## src/rtl/fetch_pkg.sv

```systemverilog
// rtl/fetch_pkg.sv - shared types and constants for the instruction-fetch stage
package fetch_pkg;

  localparam int unsigned INSTR_WIDTH = 16;
  localparam logic [INSTR_WIDTH-1:0] FETCH_NOP_WORD = 16'h0000;
  localparam int unsigned FETCH_RESET_PC = 0;

  typedef enum logic [1:0] {
    ST_FETCH = 2'd0,
    ST_HOLD  = 2'd1,
    ST_DRAIN = 2'd2
  } fetch_state_e;

endpackage

```

## src/rtl/fetch_skid_buf.sv

```systemverilog
// rtl/fetch_skid_buf.sv - one-entry {instr, pc} buffer absorbing a fetched word during a decode stall
module fetch_skid_buf
  import fetch_pkg::*;
#(
  parameter int unsigned ADDR_WIDTH = 16
) (
  input  logic                   clk,
  input  logic                   rst_n,
  input  logic                   push,
  input  logic                   pop,
  input  logic                   clear,
  input  logic [INSTR_WIDTH-1:0] push_instr,
  input  logic [ADDR_WIDTH-1:0]  push_pc,
  output logic                   full,
  output logic [INSTR_WIDTH-1:0] instr,
  output logic [ADDR_WIDTH-1:0]  pc
);

  logic                   full_q, full_d;
  logic [INSTR_WIDTH-1:0] instr_q, instr_d;
  logic [ADDR_WIDTH-1:0]  pc_q, pc_d;

  // clear wins over push so a redirect never leaves a stale word behind
  always_comb begin
    full_d  = full_q;
    instr_d = instr_q;
    pc_d    = pc_q;
    if (clear) begin
      full_d = 1'b0;
    end else if (push) begin
      full_d  = 1'b1;
      instr_d = push_instr;
      pc_d    = push_pc;
    end else if (pop) begin
      full_d = 1'b0;
    end
  end

  always_ff @(posedge clk or negedge rst_n) begin
    if (!rst_n) begin
      full_q  <= 1'b0;
      instr_q <= '0;
      pc_q    <= '0;
    end else begin
      full_q  <= full_d;
      instr_q <= instr_d;
      pc_q    <= pc_d;
    end
  end

  assign full  = full_q;
  assign instr = instr_q;
  assign pc    = pc_q;

endmodule

```

## src/rtl/fetch_stage.sv

```systemverilog
// rtl/fetch_stage.sv - instruction-fetch front end: PC, imem req/ack, skid buffer, redirect squash
// Optional bubble counter output enabled by FETCH_PERF_CNT_EN.
module fetch_stage
  import fetch_pkg::*;
#(
  parameter int unsigned             ADDR_WIDTH = 16,
  parameter int unsigned             RESET_PC   = FETCH_RESET_PC,
  parameter logic [INSTR_WIDTH-1:0]  NOP_WORD   = FETCH_NOP_WORD
) (
  input  logic                   clk,
  input  logic                   rst,
  output logic                   imem_req,
  output logic [ADDR_WIDTH-1:0]  imem_addr,
  input  logic                   imem_ack,
  input  logic [INSTR_WIDTH-1:0] imem_rdata,
  input  logic                   stall,
  input  logic                   redirect,
  input  logic [ADDR_WIDTH-1:0]  redirect_pc,
  output logic [INSTR_WIDTH-1:0] instruction_r,
  output logic [ADDR_WIDTH-1:0]  pc_r,
  output logic                   valid_r
`ifdef FETCH_PERF_CNT_EN
  ,
  output logic [15:0]            bubble_cnt
`endif
);

  localparam logic [ADDR_WIDTH-1:0] PC_INC = 1;

  fetch_state_e           state_q, state_d;
  logic [ADDR_WIDTH-1:0]  pc_q, pc_d;
  logic [ADDR_WIDTH-1:0]  target_q, target_d;
  logic                   req_q, req_d;
  logic [INSTR_WIDTH-1:0] instr_q, instr_d;
  logic [ADDR_WIDTH-1:0]  pc_r_q, pc_r_d;
  logic                   valid_q, valid_d;

  logic                   ack_v;
  logic                   skid_push, skid_pop, skid_clear, skid_full;
  logic [INSTR_WIDTH-1:0] skid_instr;
  logic [ADDR_WIDTH-1:0]  skid_pc;

  assign ack_v = imem_ack & req_q;

  fetch_skid_buf #(.ADDR_WIDTH(ADDR_WIDTH)) u_skid (
    .clk        (clk),
    .rst_n      (rst),
    .push       (skid_push),
    .pop        (skid_pop),
    .clear      (skid_clear),
    .push_instr (imem_rdata),
    .push_pc    (pc_q),
    .full       (skid_full),
    .instr      (skid_instr),
    .pc         (skid_pc)
  );

  always_comb begin
    state_d    = state_q;
    pc_d       = pc_q;
    target_d   = target_q;
    instr_d    = instr_q;
    pc_r_d     = pc_r_q;
    valid_d    = valid_q;
    skid_push  = 1'b0;
    skid_pop   = 1'b0;
    skid_clear = 1'b0;

    if (redirect) begin
      instr_d    = NOP_WORD;
      valid_d    = 1'b0;
      skid_clear = 1'b1;
      target_d   = redirect_pc;
      // an unanswered request must be drained before the new address can go out
      if (ack_v || !req_q) begin
        pc_d    = redirect_pc;
        state_d = ST_FETCH;
      end else begin
        state_d = ST_DRAIN;
      end
    end else begin
      unique case (state_q)
        ST_FETCH: begin
          if (ack_v) begin
            pc_d = pc_q + PC_INC;
            if (stall) begin
              skid_push = 1'b1;
              state_d   = ST_HOLD;
            end else begin
              instr_d = imem_rdata;
              pc_r_d  = pc_q;
              valid_d = 1'b1;
            end
          end else if (!stall) begin
            instr_d = NOP_WORD;
            valid_d = 1'b0;
          end
        end
        ST_HOLD: begin
          if (!stall) begin
            instr_d  = skid_full ? skid_instr : NOP_WORD;
            pc_r_d   = skid_pc;
            valid_d  = skid_full;
            skid_pop = 1'b1;
            state_d  = ST_FETCH;
          end
        end
        ST_DRAIN: begin
          instr_d = NOP_WORD;
          valid_d = 1'b0;
          if (ack_v) begin
            pc_d    = target_q;
            state_d = ST_FETCH;
          end
        end
        default: state_d = ST_FETCH;
      endcase
    end

    // registered request: low out of reset, low while holding a skid word
    req_d = (state_d != ST_HOLD);
  end

  always_ff @(posedge clk or negedge rst) begin
    if (!rst) begin
      state_q  <= ST_FETCH;
      pc_q     <= ADDR_WIDTH'(RESET_PC);
      target_q <= '0;
      req_q    <= 1'b0;
      instr_q  <= NOP_WORD;
      pc_r_q   <= '0;
      valid_q  <= 1'b0;
    end else begin
      state_q  <= state_d;
      pc_q     <= pc_d;
      target_q <= target_d;
      req_q    <= req_d;
      instr_q  <= instr_d;
      pc_r_q   <= pc_r_d;
      valid_q  <= valid_d;
    end
  end

  assign imem_req      = req_q;
  assign imem_addr     = pc_q;
  assign instruction_r = instr_q;
  assign pc_r          = pc_r_q;
  assign valid_r       = valid_q;

`ifdef FETCH_PERF_CNT_EN
  logic [15:0] bubble_cnt_q, bubble_cnt_d;

  always_comb begin
    bubble_cnt_d = bubble_cnt_q;
    if (!valid_q && (bubble_cnt_q != 16'hFFFF)) begin
      bubble_cnt_d = bubble_cnt_q + 16'd1;
    end
  end

  always_ff @(posedge clk or negedge rst) begin
    if (!rst) begin
      bubble_cnt_q <= '0;
    end else begin
      bubble_cnt_q <= bubble_cnt_d;
    end
  end

  assign bubble_cnt = bubble_cnt_q;
`endif

endmodule
```

## config.mk

```make
export PLATFORM = sky130hd
export DESIGN_NAME = fetch_stage
export DESIGN_NICKNAME = d
export VERILOG_FILES = /design/src/rtl/fetch_pkg.sv /design/src/rtl/fetch_skid_buf.sv /design/src/rtl/fetch_stage.sv
export SDC_FILE = /design/constraint.sdc
export NUM_CORES = 1
export LEC_CHECK = 0
export BUFFER_PORTS_ARGS = -buffer_cell sky130_fd_sc_hd__buf_2
export CAP_MARGIN = 20
export CORE_MARGIN = 3
export CORE_UTILIZATION = 50
export DETAILED_ROUTE_END_ITERATION = 16
export PLACE_DENSITY_LB_ADDON = 0.25
export SETUP_SLACK_MARGIN = 0.4
export SYNTH_ARGS = -nofsm -noshare
export SYNTH_HDL_FRONTEND = slang
export SYNTH_HIERARCHICAL = 1
export SYNTH_SLANG_ARGS = --single-unit
```

## constraint.sdc

```tcl
create_clock -name clk -period 2.6 [get_ports clk]
set_input_delay 0.13 -clock clk [delete_from_list [all_inputs] [get_ports clk]]
set_output_delay 0.13 -clock clk [all_outputs]
set_load 0.02 [all_outputs]
```

==> results.md, run 1 <==
Outcome:
- The run finished with clean final reports.

Worst setup path:
- The startpoint of the lowest-slack register-to-register path is state_q[0].
- The critical path is of the reg2reg type.
- STA classifies the critical path endpoint as a register.
- STA puts the critical path data arrival time at 2330 ps.
- The largest fanout on the critical path is 32.
- The minimum setup slack among reg-to-reg paths is 530 ps.
- The number of cells on the worst reg-to-reg path is 6.
- The critical path required time is 2850 ps.
- The terminus of the critical flop-to-flop path is u_skid/instr[11].
- The type of origin of the critical path is a register.

Clocking:
- The post-CTS setup repair buffer count is 0.
- The total number of H-tree levels is 3.
- The clock passes through at most 2 buffers.
- After clock tree synthesis, the clock-pin slew on the worst setup and hold paths is 100 ps.
- The number of clock sinks seen by CTS is 101.
- For the worst-skew pair, the clock arrives at the later sink with an insertion delay of 360 ps.
- The clock tree from TritonCTS is built.
- The cell sitting at the root of the clock tree is a sky130_fd_sc_hd__clkbuf_8.
- In this run, CTS created clock tree buffers numbering 9.

Global route:
- The first global-routing pass estimated 18740 um of wire.
- The global-route congestion overflow total is 0.
- Across every metal layer, demand over resource in global routing totals 20.38%.
- The via count of the first global-routing pass came to 3680.
- The largest net degree at the start of global routing is 61.
- The number of antenna violations at the first check in global routing is 0.

Logic synthesis:
- The flip-flop and latch count after synthesis is 101.
- The synthesis warning total is 6.
- The fraction of synthesis flops using an asynchronous set or reset pin is 100.0%.
- The cell count after synthesis is 437.
- The proportion of synthesized chip area in sequential cells is 49.59%.
- The number of enable-type register cells in the synthesized netlist is 0.
- The top cell type by total area after synthesis is sky130_fd_sc_hd__dfrtp_1.
- Yosys mapped the design onto 65 distinct sky130hd cell types.
- After synthesis, the cell types taking the most area are sky130_fd_sc_hd__dfrtp_1, sky130_fd_sc_hd__mux2_4, sky130_fd_sc_hd__mux2i_1, sky130_fd_sc_hd__o21ai_0, sky130_fd_sc_hd__o2bb2ai_1.
- The synthesized design devotes to its leading area cell type 49.59% of total area.
- The most instantiated flip-flop cell in the synthesis netlist is sky130_fd_sc_hd__dfrtp_1.
- The net count after synthesis is 480.
- Averaged over all synthesized cells, the footprint is 11.66 um^2.
- The area of the mapped netlist is 5096 um^2.

Detailed routing:
- The routed wire length per instance is 17.21 um.
- For this run, design rule violations remaining after detail routing come to 0.
- The final wirelength is 11300 um.
- The detail-routed via count per cell is 5.642.
- The number of search-and-repair iterations in the first detailed-routing pass is 4.
- The count of routing violations after the opening detailed-route iteration is 201.
- The number of routed nets with antenna violations is 0.
- The routed layout has 3707 vias.

Power:
- Registers are responsible for 47.8% of the overall power.
- Of the total power, the clock network draws 22.5%.
- The worst-case vdd ir drop is 0.3126 mV.
- The net switching component of the power is 0.001669 W.
- In this run switching power makes up 33.80% of total power.
- For this design the static power due to leakage is 2.657 nW.
- Combinational logic is responsible for 29.7% of the overall power.
- The internal power component is 0.003268 W.
- The total power divided by cell area is 841.2 nW/um^2.

Timing:
- Summed over all failing endpoints, the final setup total negative slack is 0 ps.
- Headroom to the max-slew limit came out at 56.25%.
- Dividing the final minimum period by the clock period gives 79.78%.
- The final-report hold violation count came to 0.
- The maximum achievable frequency is 482.1 MHz.
- The number of slew-limit violations in the final report is 0.
- Setup violations remaining at the end of the flow were counted as 0.
- The setup skew after layout is 8.024 ps.
- Counting I/O delays and the setup requirement, the final critical path takes 2074 ps.
- For the pin with the worst max-slew slack, the measured transition is 656.2 ps.
- Setup repair after global routing left no endpoint under its margin.
- The worst path setup slack after routing is 525.7 ps.

Cells and area:
- Cells with a size suffix above 1 make up 32.31% of the layout.
- Fill cells in the final layout number 849.
- The area overhead of the layout relative to synthesis is 15.15%.
- After routing the design area is 5868 um^2.
- The number of nets at the end of the flow is 561.

Floorplanning:
- In this run the standard cell core region covers 9819 um^2.
- The die outline area is 11440 um^2.
- The number of placed I/O pins is 87.
- In this run the horizontal extent of the chip is 107.0 um.
- The total number of placement rows is 36.
- Once the floorplan was initialized, standard cells occupied 51.90% of the core.
- The floorplan die height is 107.0 um.

Placed design:
- The count of input and output buffers is 86.
- The post-placement worst setup slack is 308.3 ps.
- The sum of net half-perimeters after detailed placement is 7757 um.
- In this run the cell area measured after placement is 5535 um^2.
- The placer's final routability congestion estimate is 0.8590.

Min path:
- The worst hold path belongs to the class in2reg.
- Counting instances, the worst hold path has a depth of 2.
- The path with the worst hold slack has its endpoint at u_skid/instr[8].
- The worst hold path begins at imem_rdata[8].

Job:
- The number of max-cap violations is 0.
[per-stage QoR]
stage               power [W]  util [%]  instances  hold WS (ps)
CTS                  0.004964     59.30        655         2.013
finish               0.004936     59.76        657         20.11
global route         0.005244     59.74        656         4.226
global placement     0.003779     56.37        633         150.3
detailed placement   0.003840     56.37        633         153.5
floorplan            0.003367         -        437        -165.6
[cell families after synthesis]
| kind of cell | Yosys count | share of synthesized area [%] |
|---|---|---|
| AO/OA/AOI/OAI | 130 | 17.75 |
| XOR/XNOR | 1 | 0.1719 |
| adder cells (fa/ha/maj) | 6 | 1.473 |
| buffers and inverters | 44 | 5.843 |
| flip-flops | 101 | 49.59 |
| multiplexers | 60 | 15.00 |
| AND/OR/NAND/NOR | 95 | 10.16 |
[power groups by stage]
stage               combinational [W]  clock, W  sequential (W)
finish                        0.00147   0.00111         0.00236
global route                  0.00161   0.00121         0.00242
detailed placement            0.00146         0         0.00238
CTS                           0.00147   0.00114         0.00235
floorplan                    0.000854         0         0.00251
global placement              0.00142         0         0.00235
[Yosys cell counts, types with 3 or more instances]
cell,n
sky130_fd_sc_hd__a211o_1,3
sky130_fd_sc_hd__a21o_1,3
sky130_fd_sc_hd__a21oi_1,14
sky130_fd_sc_hd__a221oi_1,4
sky130_fd_sc_hd__a22o_1,3
sky130_fd_sc_hd__a22oi_1,16
sky130_fd_sc_hd__a31oi_1,6
sky130_fd_sc_hd__and2_1,4
sky130_fd_sc_hd__buf_12,3
sky130_fd_sc_hd__buf_2,7
sky130_fd_sc_hd__buf_4,4
sky130_fd_sc_hd__buf_6,4
sky130_fd_sc_hd__clkbuf_1,10
sky130_fd_sc_hd__clkbuf_8,3
sky130_fd_sc_hd__dfrtp_1,101
sky130_fd_sc_hd__ha_1,6
sky130_fd_sc_hd__inv_1,11
sky130_fd_sc_hd__mux2_2,11
sky130_fd_sc_hd__mux2_4,30
sky130_fd_sc_hd__mux2i_1,19
sky130_fd_sc_hd__nand2_1,33
sky130_fd_sc_hd__nand2b_1,5
sky130_fd_sc_hd__nand3_1,7
sky130_fd_sc_hd__nand4_1,3
sky130_fd_sc_hd__nor2_1,15
sky130_fd_sc_hd__nor3_1,4
sky130_fd_sc_hd__nor3b_1,3
sky130_fd_sc_hd__o21a_1,3
sky130_fd_sc_hd__o21ai_0,33
sky130_fd_sc_hd__o22ai_1,9
sky130_fd_sc_hd__o2bb2ai_1,15
sky130_fd_sc_hd__o31ai_1,3
sky130_fd_sc_hd__or3_1,3
[area by class of cell]
class	count	area [um^2]	share of cell area, %
diodes	1	2.502	0.04264
clock buffers	11	141.4	2.409
clock inverters	5	82.58	1.407
inverters	12	45.04	0.7676
multi-input cells	292	2302	39.23
flip-flops and latches	101	2529	43.09
well taps	133	166.4	2.836
repair buffers	102	599.3	10.21
[metal layers]
metal | share of wire [%] | vias up | global-route usage, %
li1 | - | 1784 | -
met1 | 47 | 1816 | 29.10
met2 | 47 | 98 | 32.19
met3 | 5.0 | 9 | 3.672
met4 | 0.90 | 0 | 5.571
met5 | 0 | - | 0
[worst max path at each step]
stage / start / endpoint / slack, ps
3_5_place_dp: state_q[0] / instruction_r[10] / 310
6_report: state_q[0] / u_skid/instr[11] / 530
5_1_grt: state_q[0] / u_skid/instr[11] / 400
2_1_floorplan: state_q[0] / u_skid/instr[0] / 690
3_3_place_gp: state_q[0] / u_skid/instr[15] / 490
4_1_cts: state_q[0] / imem_addr[13] / 420
[flip-flops by register name, indices dropped and copies added, names as in the netlist]
signal / flops
imem_addr: 16
imem_req: 1
instruction_r: 16
pc_r: 16
state_q: 2
target_q: 16
u_skid/full: 1
u_skid/instr: 16
u_skid/pc: 16
valid_r: 1
[critical path, stage by stage (launching register included)]
cell	delay (ps)
sky130_fd_sc_hd__dfrtp_2	480
sky130_fd_sc_hd__inv_1	110
sky130_fd_sc_hd__ha_2	310
sky130_fd_sc_hd__nor3b_2	240
sky130_fd_sc_hd__nor2b_4	190
sky130_fd_sc_hd__buf_12	260
sky130_fd_sc_hd__mux2_2	370
[placed cells by master (no fill, tap or decap), types with 3 or more instances in the layout]
cell	n
sky130_fd_sc_hd__dfrtp_1	100
sky130_fd_sc_hd__buf_2	85
sky130_fd_sc_hd__o21ai_0	33
sky130_fd_sc_hd__nand2_1	32
sky130_fd_sc_hd__mux2_4	30
sky130_fd_sc_hd__mux2i_1	19
sky130_fd_sc_hd__a22oi_1	16
sky130_fd_sc_hd__nor2_1	15
sky130_fd_sc_hd__o2bb2ai_1	15
sky130_fd_sc_hd__a21oi_1	14
sky130_fd_sc_hd__inv_1	11
sky130_fd_sc_hd__mux2_2	11
sky130_fd_sc_hd__clkbuf_8	10
sky130_fd_sc_hd__o22ai_1	9
sky130_fd_sc_hd__nand3_1	7
sky130_fd_sc_hd__dlygate4sd3_1	7
sky130_fd_sc_hd__buf_4	7
sky130_fd_sc_hd__a31oi_1	6
sky130_fd_sc_hd__and2_1	5
sky130_fd_sc_hd__ha_1	5
sky130_fd_sc_hd__a221oi_1	4
sky130_fd_sc_hd__nor3_1	4
sky130_fd_sc_hd__nand2b_1	4
sky130_fd_sc_hd__or3_1	3
sky130_fd_sc_hd__nand4_1	3
sky130_fd_sc_hd__o21a_1	3
sky130_fd_sc_hd__o31ai_1	3
sky130_fd_sc_hd__a21o_1	3
sky130_fd_sc_hd__a22o_1	3
[timing repair]
| action | 4_1_cts | 5_1_grt |
|---|---|---|
| endpoints found under the setup margin | 24 | 77 |
| hold endpoints to repair | 46 | 1 |
| pin swaps | 0 | 1 |
| hold buffers | 6 | 1 |
| resized for setup | 3 | 8 |
Note: power is estimated with default switching activity, not from simulation.
==> run 2, diff against run 1 <==
clock period = 1.9 ns   (was 2.6 ns; I/O delays follow)
==> run 2 against run 1 <==
Effect of this change:
- the flow now finishes with violations (setup timing)
- die area is the same
- clock power grew 37%
- wire length grew 32%
- sequential share of layout area shrank 7.7 points
- combinational power grew 84%
- utilization grew 13 points
- highest routed layer unchanged
==> results.md, run 2 (synthesis results as in run 1) <==
Outcome:
- Run status: finished with violations (was finished clean).
- The final reports fail on setup timing.

Power:
- The leakage power summed over all cells is 3.181 nW (was 2.657 nW).
- The total power divided by cell area is 1053 nW/um^2 (was 841.2 nW/um^2).
- The proportion of total power due to net switching is 35.58% (was 33.80%).
- The share of power burned in the clock network is 20.2% (was 22.5%).
- The combinational share of power was 35.9% (was 29.7%).
- The internal power component is 0.004862 W (was 0.003268 W).
- The net switching component of the power came to 0.002686 W (was 0.001669 W).
- The worst-case vdd ir drop came to 0.4889 mV (was 0.3126 mV).
- The share of power burned in registers came to 43.9% (was 47.8%).

Cells and area:
- The area of all placed cells without fillers is 7171 um^2 (was 5868 um^2).
- The area overhead of the layout relative to synthesis is 40.71% (was 15.15%).
- The count of inserted antenna diode cells is 0 (was 1).
- The non-filler instance count after layout was 722 (was 657).
- The number of nets at the end of the flow is 627 (was 561).
- The share of cells above drive strength 1 is 49.41% (was 32.31%).
- The filler cell count is 660 (was 849).
- Most frequent cells in the layout: sky130_fd_sc_hd__dfrtp_1, sky130_fd_sc_hd__buf_2, sky130_fd_sc_hd__buf_4, sky130_fd_sc_hd__mux2_4, sky130_fd_sc_hd__dlygate4sd3_1 (was sky130_fd_sc_hd__dfrtp_1, sky130_fd_sc_hd__buf_2, sky130_fd_sc_hd__o21ai_0, sky130_fd_sc_hd__nand2_1, sky130_fd_sc_hd__mux2_4).
- The most frequent standard cell in the layout excluding fill and tap cells is sky130_fd_sc_hd__dfrtp_1 (unchanged).
- The fraction of the core area covered by cells at the end of the flow is 73.02% (was 59.76%).

Floorplanning:
- The starting utilization of the core area is 51.90% (unchanged).
- The number of placed I/O pins was 87 (unchanged).
- The total number of placement rows is 36 (unchanged).
- The area of the core is 9819 um^2 (unchanged).
- The horizontal die dimension is 107.0 um (unchanged).
- The floorplan die height came to 107.0 um (unchanged).
- The die outline area is 11440 um^2 (unchanged).

Detailed routing:
- The number of routed nets with antenna violations is 0 (unchanged).
- The total via count after detailed routing is 4248 (was 3707).
- The number of remaining DRC errors is 0 (unchanged).
- The count of routing violations after the opening detailed-route iteration is 286 (was 201).
- The detail-routed via count per cell is 5.884 (was 5.642).
- The final wirelength is 14950 um (was 11300 um).
- The number of search-and-repair iterations in the first detailed-routing pass is 5 (was 4).
- The routed wire length per instance is 20.70 um (was 17.21 um).

Worst setup path:
- The destination of the critical timing path is u_skid/instr[7] (was u_skid/instr[11]).
- The critical path start-end classification is reg2reg (unchanged).
- The number of cells on the worst reg-to-reg path is 8 (was 6).
- The minimum setup slack among reg-to-reg paths is -6 ps (was 530 ps).
- The critical path required time is 2150 ps (was 2850 ps).
- The critical path capture point type is a register (unchanged).
- The data arrival time at the worst-slack endpoint is 2160 ps (was 2330 ps).
- The terminus of the critical flop-to-flop path is u_skid/instr[7] (was u_skid/instr[11]).
- The startpoint of the lowest-slack register-to-register path is state_q[1] (was state_q[0]).
- The largest fanout on the critical path is 7 (was 32).
- The type of origin of the critical path is a register (unchanged).
- The origin of the worst setup path is state_q[1] (was state_q[0]).

Timing:
- RSZ-0062 raised after global routing: true (was false).
- The worst max-slew margin expressed relative to the limit is 65.67% (was 56.25%).
- The share of the clock period used by the worst path after layout is 100.3% (was 79.78%).
- The final-report hold violation count is 0 (unchanged).
- The final critical path time including I/O delays and setup is 1906 ps (was 2074 ps).
- The maximum achievable frequency is 524.6 MHz (was 482.1 MHz).
- The number of slew-limit violations in the final report is 0 (unchanged).
- The worst path setup slack after routing came to -6.059 ps (was 525.7 ps).
- The final count of negative-setup-slack endpoints is 2 (was 0).
- The setup skew after layout is 9.682 ps (was 8.024 ps).
- The slew at the pin closest to its max-slew limit is 514.9 ps (was 656.2 ps).

Placed design:
- The sum of net half-perimeters after detailed placement is 8510 um (was 7757 um).
- The post-placement worst setup slack came to 11.87 ps (was 308.3 ps).
- The area of placed instances came to 5746 um^2 (was 5535 um^2).
- The placed instance count is 651 (was 633).
- The placer's final routability congestion estimate is 0.8781 (was 0.8590).
- The count of input and output buffers came to 86 (unchanged).

Clocking:
- The cell at the root of the clock tree was sky130_fd_sc_hd__clkbuf_8 (unchanged).
- The buffer levels on the longest clock path was 2 (unchanged).
- The worst-skew pair later-pin latency came to 360 ps (about the same).
- The number of buffers inserted during clock tree synthesis is 9 (unchanged).
- The clock edge transition at the registers on the reported setup and hold paths is 90 ps (was 100 ps).
- The total number of H-tree levels is 3 (unchanged).
- The clock tree from TritonCTS was built (unchanged).
- The number of clock sinks seen by CTS is 101 (unchanged).

Global route:
- The first-pass GRT wire length is 21270 um (was 18740 um).
- The largest net degree at the start of global routing is 42 (was 61).
- The number of antenna violations at the first check in global routing came to 0 (unchanged).
- The via count of the first global-routing pass is 4263 (was 3680).
- The global-route congestion overflow total is 0 (unchanged).
- The total global routing track utilization is 23.45% (was 20.38%).

Min path:
- The classification of the worst-slack hold path is in2reg (unchanged).
- The worst hold path stage count was 2 (unchanged).

Job:
- The number of max-cap violations is 0 (unchanged).
==> run 2: how the worst min path moves through the flow <==
stage | start | end | slack (ps)
3_5_place_dp | rst | pc_r[14] | 100
5_1_grt | redirect_pc[9] | target_q[9] | 10
4_1_cts | redirect_pc[9] | target_q[9] | 5
3_3_place_gp | rst | pc_r[14] | 90
6_report | redirect_pc[9] | target_q[9] | 10
2_1_floorplan | rst | imem_addr[0] | -200
==> run 2: layer usage <==
metal	share of wire, %	routed length [um]	track usage (%)	vias to the layer above
li1	-	-	-	1919
met1	41	6137	31.13	2138
met2	51	7603	39.03	159
met3	5.7	859	3.793	32
met4	2.3	345	8.402	0
met5	0	0	0	-
==> run 2: cell type report <==
cell class	count	area, um^2	share of cell area [%]
multi-input cells	292	2828	39.43
clock inverters	5	81.33	1.134
well taps	133	166.4	2.321
flip-flops and latches	101	2535	35.35
inverters	12	47.55	0.6631
clock buffers	11	141.4	1.972
repair buffers	168	1371	19.12
==> run 2: critical path, stage by stage, from the launching register on <==
cell and delay, ps:
sky130_fd_sc_hd__dfrtp_1 410, sky130_fd_sc_hd__inv_2 110, sky130_fd_sc_hd__ha_4 150, sky130_fd_sc_hd__nor3b_4 220, sky130_fd_sc_hd__nor2b_4 220, sky130_fd_sc_hd__buf_6 130
sky130_fd_sc_hd__buf_12 110, sky130_fd_sc_hd__buf_16 140, sky130_fd_sc_hd__mux2_4 310
==> run 2: stage by stage <==
| stage | hold slack, ps | power [W] | TNS, ps |
|---|---|---|---|
| 4_1_cts | 5.289 | 0.007074 | 0 |
| 5_1_grt | 11.35 | 0.007922 | -350.4 |
| 2_1_floorplan | -200.6 | 0.004663 | 0 |
| 3_5_place_dp | 101.3 | 0.005395 | 0 |
| 3_3_place_gp | 94.87 | 0.005302 | 0 |
| 6_report | 11.25 | 0.007548 | -9.535 |
==> run 2: timing repair <==
| action | CTS | global route |
|---|---|---|
| setup buffers | 13 | 8 |
| pin swaps | 7 | 33 |
| endpoints found under the hold margin | 58 | 0 |
| resized for setup | 41 | 105 |
| gates cloned | 4 | 5 |
| setup endpoints to repair | 84 | 84 |
| hold buffers | 25 | 0 |
==> run 2: power by group through the flow <==
stage / registers (W) / clock network (W) / logic (W)
after floorplan: 0.00345 / 0 / 0.00121
after global placement: 0.00322 / 0 / 0.00209
after detailed placement: 0.00325 / 0 / 0.00214
after CTS: 0.00322 / 0.00155 / 0.00231
after global routing: 0.00338 / 0.00164 / 0.00290
final: 0.00331 / 0.00152 / 0.00271
